[config.mk]
export PLATFORM = sky130hd
export DESIGN_NAME = system_store_burst
export DESIGN_NICKNAME = d
export VERILOG_FILES = /design/src/rtl/system_store_burst_pkg.sv /design/src/rtl/system_index_vec.sv /design/src/rtl/system_store_burst.sv
export SDC_FILE = /design/constraint.sdc
export NUM_CORES = 1
export LEC_CHECK = 0
export BUFFER_PORTS_ARGS = -buffer_cell sky130_fd_sc_hd__clkbuf_2
export CORE_MARGIN = 2
export CORE_UTILIZATION = 35
export DETAILED_ROUTE_END_ITERATION = 12
export SKIP_CTS_REPAIR_TIMING = 1
export SLEW_MARGIN = 20
export SYNTH_ARGS = -nofsm -noshare
export SYNTH_HDL_FRONTEND = slang
export SYNTH_SLANG_ARGS = --single-unit
[constraint.sdc]
create_clock -name system1000 -period 3.5 [get_ports system1000]
set_input_delay 0.175 -clock system1000 [delete_from_list [all_inputs] [get_ports system1000]]
set_output_delay 0.175 -clock system1000 [all_outputs]
set_load 0.005 [all_outputs]
[src/rtl/system_store_burst_pkg.sv]
// Shared constants and types for the register-file read-burst block.
package system_store_burst_pkg;

  localparam int unsigned VEC_DEPTH = 32;
  localparam int unsigned WORD_W    = 16;
  localparam int unsigned ADDR_W    = 5;
  localparam int unsigned VEC_W     = VEC_DEPTH * WORD_W;

  typedef enum logic {
    IDLE = 1'b0,
    RUN  = 1'b1
  } state_e;

  // One output beat as seen on the out_* port group.
  typedef struct packed {
    logic [ADDR_W-1:0] addr;
    logic [WORD_W-1:0] data;
    logic              last;
  } beat_t;

endpackage

[src/rtl/system_index_vec.sv]
// Selects one word from a flattened register file; entry 0 sits at the MSBs.
module system_index_vec
  import system_store_burst_pkg::*;
(
  input  logic [VEC_W-1:0]  vec,
  input  logic [ADDR_W-1:0] idx,
  output logic [WORD_W-1:0] word_c
);

  logic [WORD_W-1:0] words [VEC_DEPTH];

  // Unflatten the vector and pick the addressed entry.
  always_comb begin
    for (int k = 0; k < VEC_DEPTH; k++) begin
      words[k] = vec[(VEC_DEPTH-1-k)*WORD_W +: WORD_W];
    end
    word_c = words[idx];
  end

endmodule

[src/rtl/system_store_burst.sv]
// Snapshots a register file on request and streams a burst of consecutive
// entries (wrapping 31 -> 0) over a valid/ready output port.
module system_store_burst
  import system_store_burst_pkg::*;
#(
  parameter int unsigned DEPTH  = 32,
  parameter int unsigned WORD_W = 16
) (
  input  logic                      system1000,
  input  logic                      system1000_rstn,
  input  logic [DEPTH*WORD_W-1:0]   regs_i,
  input  logic                      req_valid_i,
  output logic                      req_ready_o,
  input  logic [ADDR_W-1:0]         req_addr_i,
  input  logic [ADDR_W-1:0]         req_len_i,
  output logic                      out_valid_o,
  input  logic                      out_ready_i,
  output logic [WORD_W-1:0]         out_data_o,
  output logic [ADDR_W-1:0]         out_addr_o,
  output logic                      out_last_o,
  output logic                      busy_o
);

  state_e                    state_q, state_d;
  logic [DEPTH*WORD_W-1:0]   snap_q;
  logic [ADDR_W-1:0]         ptr_q;
  logic [ADDR_W-1:0]         rem_q;
  logic [WORD_W-1:0]         data_q;
  logic                      last_q;

  logic                      accept_c;
  logic                      beat_c;
  logic [ADDR_W-1:0]         ptr_nxt_c;
  logic [DEPTH*WORD_W-1:0]   sel_vec_c;
  logic [ADDR_W-1:0]         sel_idx_c;
  logic [WORD_W-1:0]         sel_word_c;

  // Handshake qualifiers and the word lookup feeding the output data register.
  always_comb begin
    accept_c  = req_valid_i && (state_q == IDLE);
    beat_c    = out_ready_i && (state_q == RUN);
    ptr_nxt_c = ADDR_W'(ptr_q + ADDR_W'(1));
    // On accept the live input is the snapshot-to-be; afterwards read ahead.
    sel_vec_c = accept_c ? regs_i     : snap_q;
    sel_idx_c = accept_c ? req_addr_i : ptr_nxt_c;
  end

  system_index_vec u_index_vec (
    .vec    (sel_vec_c),
    .idx    (sel_idx_c),
    .word_c (sel_word_c)
  );

  // State register.
  always_ff @(posedge system1000 or negedge system1000_rstn) begin
    if (!system1000_rstn) begin
      state_q <= IDLE;
    end else begin
      state_q <= state_d;
    end
  end

  // Next-state logic.
  always_comb begin
    state_d = state_q;
    case (state_q)
      IDLE: if (req_valid_i) state_d = RUN;
      RUN:  if (out_ready_i && (rem_q == '0)) state_d = IDLE;
      default: state_d = IDLE;
    endcase
  end

  // Burst datapath: snapshot, pointer, remaining count and output word.
  always_ff @(posedge system1000 or negedge system1000_rstn) begin
    if (!system1000_rstn) begin
      snap_q <= '0;
      ptr_q  <= '0;
      rem_q  <= '0;
      data_q <= '0;
      last_q <= 1'b0;
    end else if (accept_c) begin
      snap_q <= regs_i;
      ptr_q  <= req_addr_i;
      rem_q  <= req_len_i;
      data_q <= sel_word_c;
      last_q <= (req_len_i == '0);
    end else if (beat_c) begin
      if (rem_q != '0) begin
        ptr_q  <= ptr_nxt_c;
        rem_q  <= ADDR_W'(rem_q - ADDR_W'(1));
        data_q <= sel_word_c;
        last_q <= (rem_q == ADDR_W'(1));
      end else begin
        last_q <= 1'b0;
      end
    end
  end

  // Output decode straight from registers.
  always_comb begin
    req_ready_o = (state_q == IDLE);
    busy_o      = (state_q == RUN);
    out_valid_o = (state_q == RUN);
    out_data_o  = data_q;
    out_addr_o  = ptr_q;
    out_last_o  = last_q;
  end

endmodule

Word-level counts from Yosys, hierarchy flattened
Cells that the tools add are included.

Register bits: 540. Bits in latches: 0. Memory bits (writable): 0. Memory bits (read-only): 0. Input bits: 526. Output and inout bits: 25. Logic and storage cells: 41. Memories kept: 0.

$add $sub $neg: 2. $mul: 0. Div/mod/pow operators: 0. Magnitude comparators: 1. Equal/unequal tests: 1. Shift operators: 0. Multiplexer cells: 20. Bitwise operators: 2. Reductions and logical operators: 9.

Operators by type and width (number): 2-to-1 mux 512 bit (1); binary-select mux 16 bit (select 5 bit) (1); 2-to-1 mux 16 bit (5); 2-to-1 mux 5 bit (7); zero test 5 bit (2); >= comparator 6 bit (second input constant) (1); inverter 5 -> 6 bit (1); adder 5 x 1 -> 5 bit (second input constant) (1); equality test 5 x 1 -> 1 bit (second input constant) (1); 2-to-1 mux 1 bit (5); nonzero test 5 bit (1); subtractor 5 x 1 -> 5 bit (second input constant) (1); nonzero test 2 bit (2); logical AND 1 bit (3); one-hot mux 1 bit (2 select lines) (1); AND reduction 2 bit (1); inverter 1 bit (1).

Logic depth before layout (Yosys ltp)
Depth in word-level cells: 10. Mapped depth: 12. Gate-level depth less buffers: 8.

By module
A second synthesis with hierarchy kept.

Cells, all modules: 2857. Area total of the unflattened synthesis: 25261.7 µm².

Modules (own cells, without submodules): system_store_burst (times used 1, cells an instance 2288, area each 20632.3 µm², seq. area each 13513.0 µm²); system_index_vec (times used 1, cells an instance 569, area each 4629.4 µm², seq. area each 0.0 µm²).

Worst setup path before layout
Ideal clock, no wire load.

Kind: flip-flop to flip-flop. Start point: register ptr_q[0] (netlist: out_addr_o[0]). End point: register data_q[6] (netlist: out_data_o[6]). Library setup time: 138 ps. Arrival time: 2700 ps. Data required time: 3362 ps. Slack: 661 ps. Cell stages (with the launch flop): 9. Path buffers: 4. Period minus slack after synthesis: 2839 ps. Cells stage by stage: dfrtp_1 > clkbuf_1 > buf_2 > buf_1 > buf_1 > mux4_2 > a22oi_1 > a21oi_1 > or4_1.

Longest elaborated chain between the ends: 9.

RTL lines: start: declaration (line system_store_burst.sv:26) `logic [ADDR_W-1:0] ptr_q;`; start signal: assignment (line system_store_burst.sv:83) `ptr_q <= req_addr_i;`; start signal: assignment (line system_store_burst.sv:89) `ptr_q <= ptr_nxt_c;`; adder 5 x 1 -> 5 bit (*) (line system_store_burst.sv:42) `ptr_nxt_c = ADDR_W'(ptr_q + ADDR_W'(1));`; 2-to-1 mux 5 bit (*) (line system_store_burst.sv:45) `sel_idx_c = accept_c ? req_addr_i : ptr_nxt_c;`; inverter 5 -> 6 bit (not written as such) (*) (line system_index_vec.sv:17) `word_c = words[idx];`; binary-select mux 16 bit (select 5 bit) (*) (line system_index_vec.sv:17); 2-to-1 mux 16 bit (not written as such) (*) (2 in a row) (line system_index_vec.sv:17); 2-to-1 mux 16 bit (line system_store_burst.sv:88) `if (rem_q != '0) begin`; 2-to-1 mux 16 bit (line system_store_burst.sv:87) `end else if (beat_c) begin`; 2-to-1 mux 16 bit (*) (line system_store_burst.sv:81) `end else if (accept_c) begin`; end signal: assignment (line system_store_burst.sv:85) `data_q <= sel_word_c;`; end signal: assignment (line system_store_burst.sv:91) `data_q <= sel_word_c;`; end: declaration (line system_store_burst.sv:28) `logic [WORD_W-1:0] data_q;`.

Every way passes the cells marked *; elsewhere a longest branch is shown, timed or not. The select of a mux whose other input is x is not followed. A chain may end at the register's enable or synchronous reset.

Worst setup path in the final report
Start point: register ptr_q[0] (netlist: out_addr_o[0]). End point: register data_q[7] (netlist: out_data_o[7]).

The elaborated chain is that of the path after synthesis.

==> impl_summary.txt <==
----------------------------------------------------
[Setup path]
  Worst reg-to-reg setup slack ... 0.32 ns
  Critical register-to-register path startpoint ... out_addr_o[0]
  Critical Path Sink ... out_data_o[7]
  Launch point of the critical path ... out_addr_o[0]
  Type of the worst setup path ... flop to flop
  Maximum single-stage delay on the critical path ... 0.54 ns
  CP required ... 4.02 ns
  Largest fanout of any net on the critical path ... 18
  Startpoint kind of the worst setup timing path ... flop
  R2R depth ... 7
  Reg2Reg Capture Point ... out_data_o[7]
  Arrival time reported for the critical path endpoint ... 3.70 ns
  Slowest CP cell ... mux4_2
  Crit. End Element ... flop
  Cell chain of the critical path ... ha_1 > a21o_4 > buf_4 > mux4_2 > a22oi_1 > a21oi_1 > or4_1

[Synth]
  Mapped cell area ... 28940 µm²
  Share of the synthesized area in the top cell type ... 0.4669
  Predominant post-synthesis flop cell ... dfrtp_1
  Area leader, netlist ... dfrtp_1
  Number of synthesized flops with an enable pin ... 0
  Main area contributors after synthesis ... dfrtp_1 47%, nand2_1 21%, mux4_2 9.8%, mux2i_1 8.7%, clkbuf_1 1.9%
  Average instance area after synthesis ... 9.039 µm²
  Async set or reset register ratio after synthesis ... 1.000
  Post-Synthesis Net Count ... 3731
  #FFs+latches synth ... 540
  Number of distinct library cells after synthesis ... 50
  Synth Instances ... 3202
  Total number of yosys warnings ... 0
  Share of the yosys chip area belonging to registers ... 0.4669

[GRT]
  Met3 layer usage reported by global route ... 0.04087
  Via count of the first global-routing pass ... 25590
  Initial antenna violation count ... 7
  Largest net degree at the start of global routing ... 158
  Routing usage on met2 ... 0.3896
  Global-route met1 utilization ... 0.3300
  Routing layer with the top usage in global route ... met2
  Wire length of the first global-routing pass ... 158900 µm
  Grt ovf ... 0
  GRT Resource Usage Total ... 0.2434

[Die]
  Area of the core ... 81980 µm²
  Horizontal die dimension ... 291.6 µm
  Die outline height ... 291.6 µm
  I/O pins ... 551
  Floorplan row count ... 105
  Die area ... 85010 µm²
  Initial core utilization ... 0.3531

[Cells and area]
  Commonest cells after routing, fill and taps aside ... 1632 x nand2_1, 548 x clkbuf_2, 539 x dfrtp_1
  Growth of design area from synthesis to finish ... 39.93%
  Layout cells sized above 1 ... 0.2141
  Commonest non-fill, non-tap cell in the layout ... nand2_1
  Number of nets at the end of the flow ... 4737

[Timing]
  Headroom to the max-slew limit ... 0.3308
  Final Hold Fails ... 2
  Total negative slack ... 0 ns
  Highest Clock Rate ... 314.8 MHz
  Minimum clock period ... 3.177 ns
  Part of the cycle the worst path needs ... 0.9077
  Setup violations, final ... 0
  Hold WS ... -0.01701 ns
  Slew at the pin with the worst max-slew slack ... 1.004 ns
  Number of pins exceeding their max-slew limit in the final report ... 0
  RSZ-0062 raised after global routing ... false
  Worst clock skew ... 0.03193 ns

[Status]
  Result of the run ... finished with violations
  Violations in the final reports ... negative hold slack

[Power]
  Power per Cell Area ... 838.0 nW/µm²
  Power after layout ... 33.94 mW
  Cell leakage power ... 20.47 nW
  Worst supply voltage drop on vdd ... 0.0006635 V

[Detailed routing]
  Number of nets with antenna violations after detailed routing ... 0
  Routed length per instance ... 21.43 µm
  Residual DRC ... 0
  Routed WL ... 114200 µm
  DRC marker count from the first detailed-route iteration ... 2358
  Mean number of vias per cell ... 5.273
  First-pass iteration count of the detailed router ... 6
  Number of vias in the routed layout ... 28100

[Clocking]
  Num Clock Sinks ... 540
  CTS root buffer ... clkbuf_16
  Number of buffers created by CTS ... 61
  Count of H-tree levels built during CTS ... 2
  Worst-Skew Late Latency ... 0.65 ns
  Max clock buf depth ... 3
  CTS tree ... done
  Clock input transition at the sequential cells of the worst setup and hold paths ... 0.07 ns

[Placement]
  GPL Wtd Cong ... 0.8930
  Dpl hpwl ... 76410 µm
  Port-buffer cells ... 550

[Min path]
  Path class of the lowest-slack min-delay path ... input port to flop

[Flow run]
  Max-Cap Viols ... 0

----------------------------------------------------
[stage by stage]
step / instances / util / area [µm²] / setup slack [ns] / hold slack (ns)
finish: 5329 / 0.4940 / 40500 / 0.3231 / -0.01701
global route: 5328 / 0.4940 / 40500 / 0.2078 / 0.01165
CTS: 4804 / 0.4303 / 35280 / 0.2958 / -0.3869
detailed placement: 4694 / 0.4052 / 33210 / 0.2837 / 0.2941
global placement: 4694 / 0.4052 / 33210 / 0.3233 / 0.2867
floorplan: 3202 / - / 28940 / 0.6611 / -0.1206
[cell families after synthesis]
kind of cell	share of synthesized area
xor+xnor	0.002723
simple gates	0.2310
compound gates	0.07267
mux	0.1887
flops	0.4669
buf+inv	0.03675
fa+ha+maj	0.001297
[critical path, delay by kind of cell, from the launching register on]
| family | cells | cell delay [ns] |
|---|---|---|
| AOI/OAI and AO/OA | 3 | 0.79 |
| adders and majority gates | 1 | 0.33 |
| buffers and inverters | 1 | 0.40 |
| DFF | 1 | 0.51 |
| muxes | 1 | 0.54 |
| and+or+nand+nor | 1 | 0.47 |
[flip-flops by register name, summed over array words and instances, names as in the netlist]
| signal | flops |
|---|---|
| out_data_o | 16 |
| out_last_o | 1 |
| snap_q | 512 |
| busy_o | 1 |
| out_addr_o | 5 |
| rem_q | 5 |
[how the worst min path moves through the flow]
stage | endpoint | from | cells after the start
2_1_floorplan | busy_o | system1000_rstn | 0
3_3_place_gp | snap_q[451] | system1000_rstn | 1
3_5_place_dp | snap_q[458] | system1000_rstn | 1
4_1_cts | snap_q[458] | system1000_rstn | 1
5_1_grt | out_last_o | out_ready_i | 3
6_report | out_last_o | out_ready_i | 3
[area by class of cell]
cell class / count / area [µm²]
diodes: 4 / 10.01
fillers: 7590 / 41480
multi-input cells: 2421 / 14460
clock buffers: 89 / 1793
well taps: 1070 / 1339
clock inverters: 21 / 267.8
repair buffers: 1178 / 9091
flip-flops and latches: 540 / 13520
inverters: 6 / 22.52
[synthesized netlist by cell type (25+ instances only)]
library cell / n
clkbuf_1: 143
buf_2: 52
a211oi_1: 61
o22ai_1: 52
dfrtp_1: 540
nand2_1: 1634
a22oi_1: 32
o21ai_0: 34
mux4_2: 126
a21oi_1: 34
buf_1: 25
mux2i_1: 252
[report_power, final]
part           internal [mW]  switching (mW)
Clock                   3.91            2.80
Sequential              9.09            1.62
Combinational           7.43            9.09
[metal layers]
layer	vias up	wire length [µm]
li1	12850	-
met1	13570	46850
met2	1351	53890
met3	323	7849
met4	6	5558
met5	-	35
(Power assumes the default switching activity.)
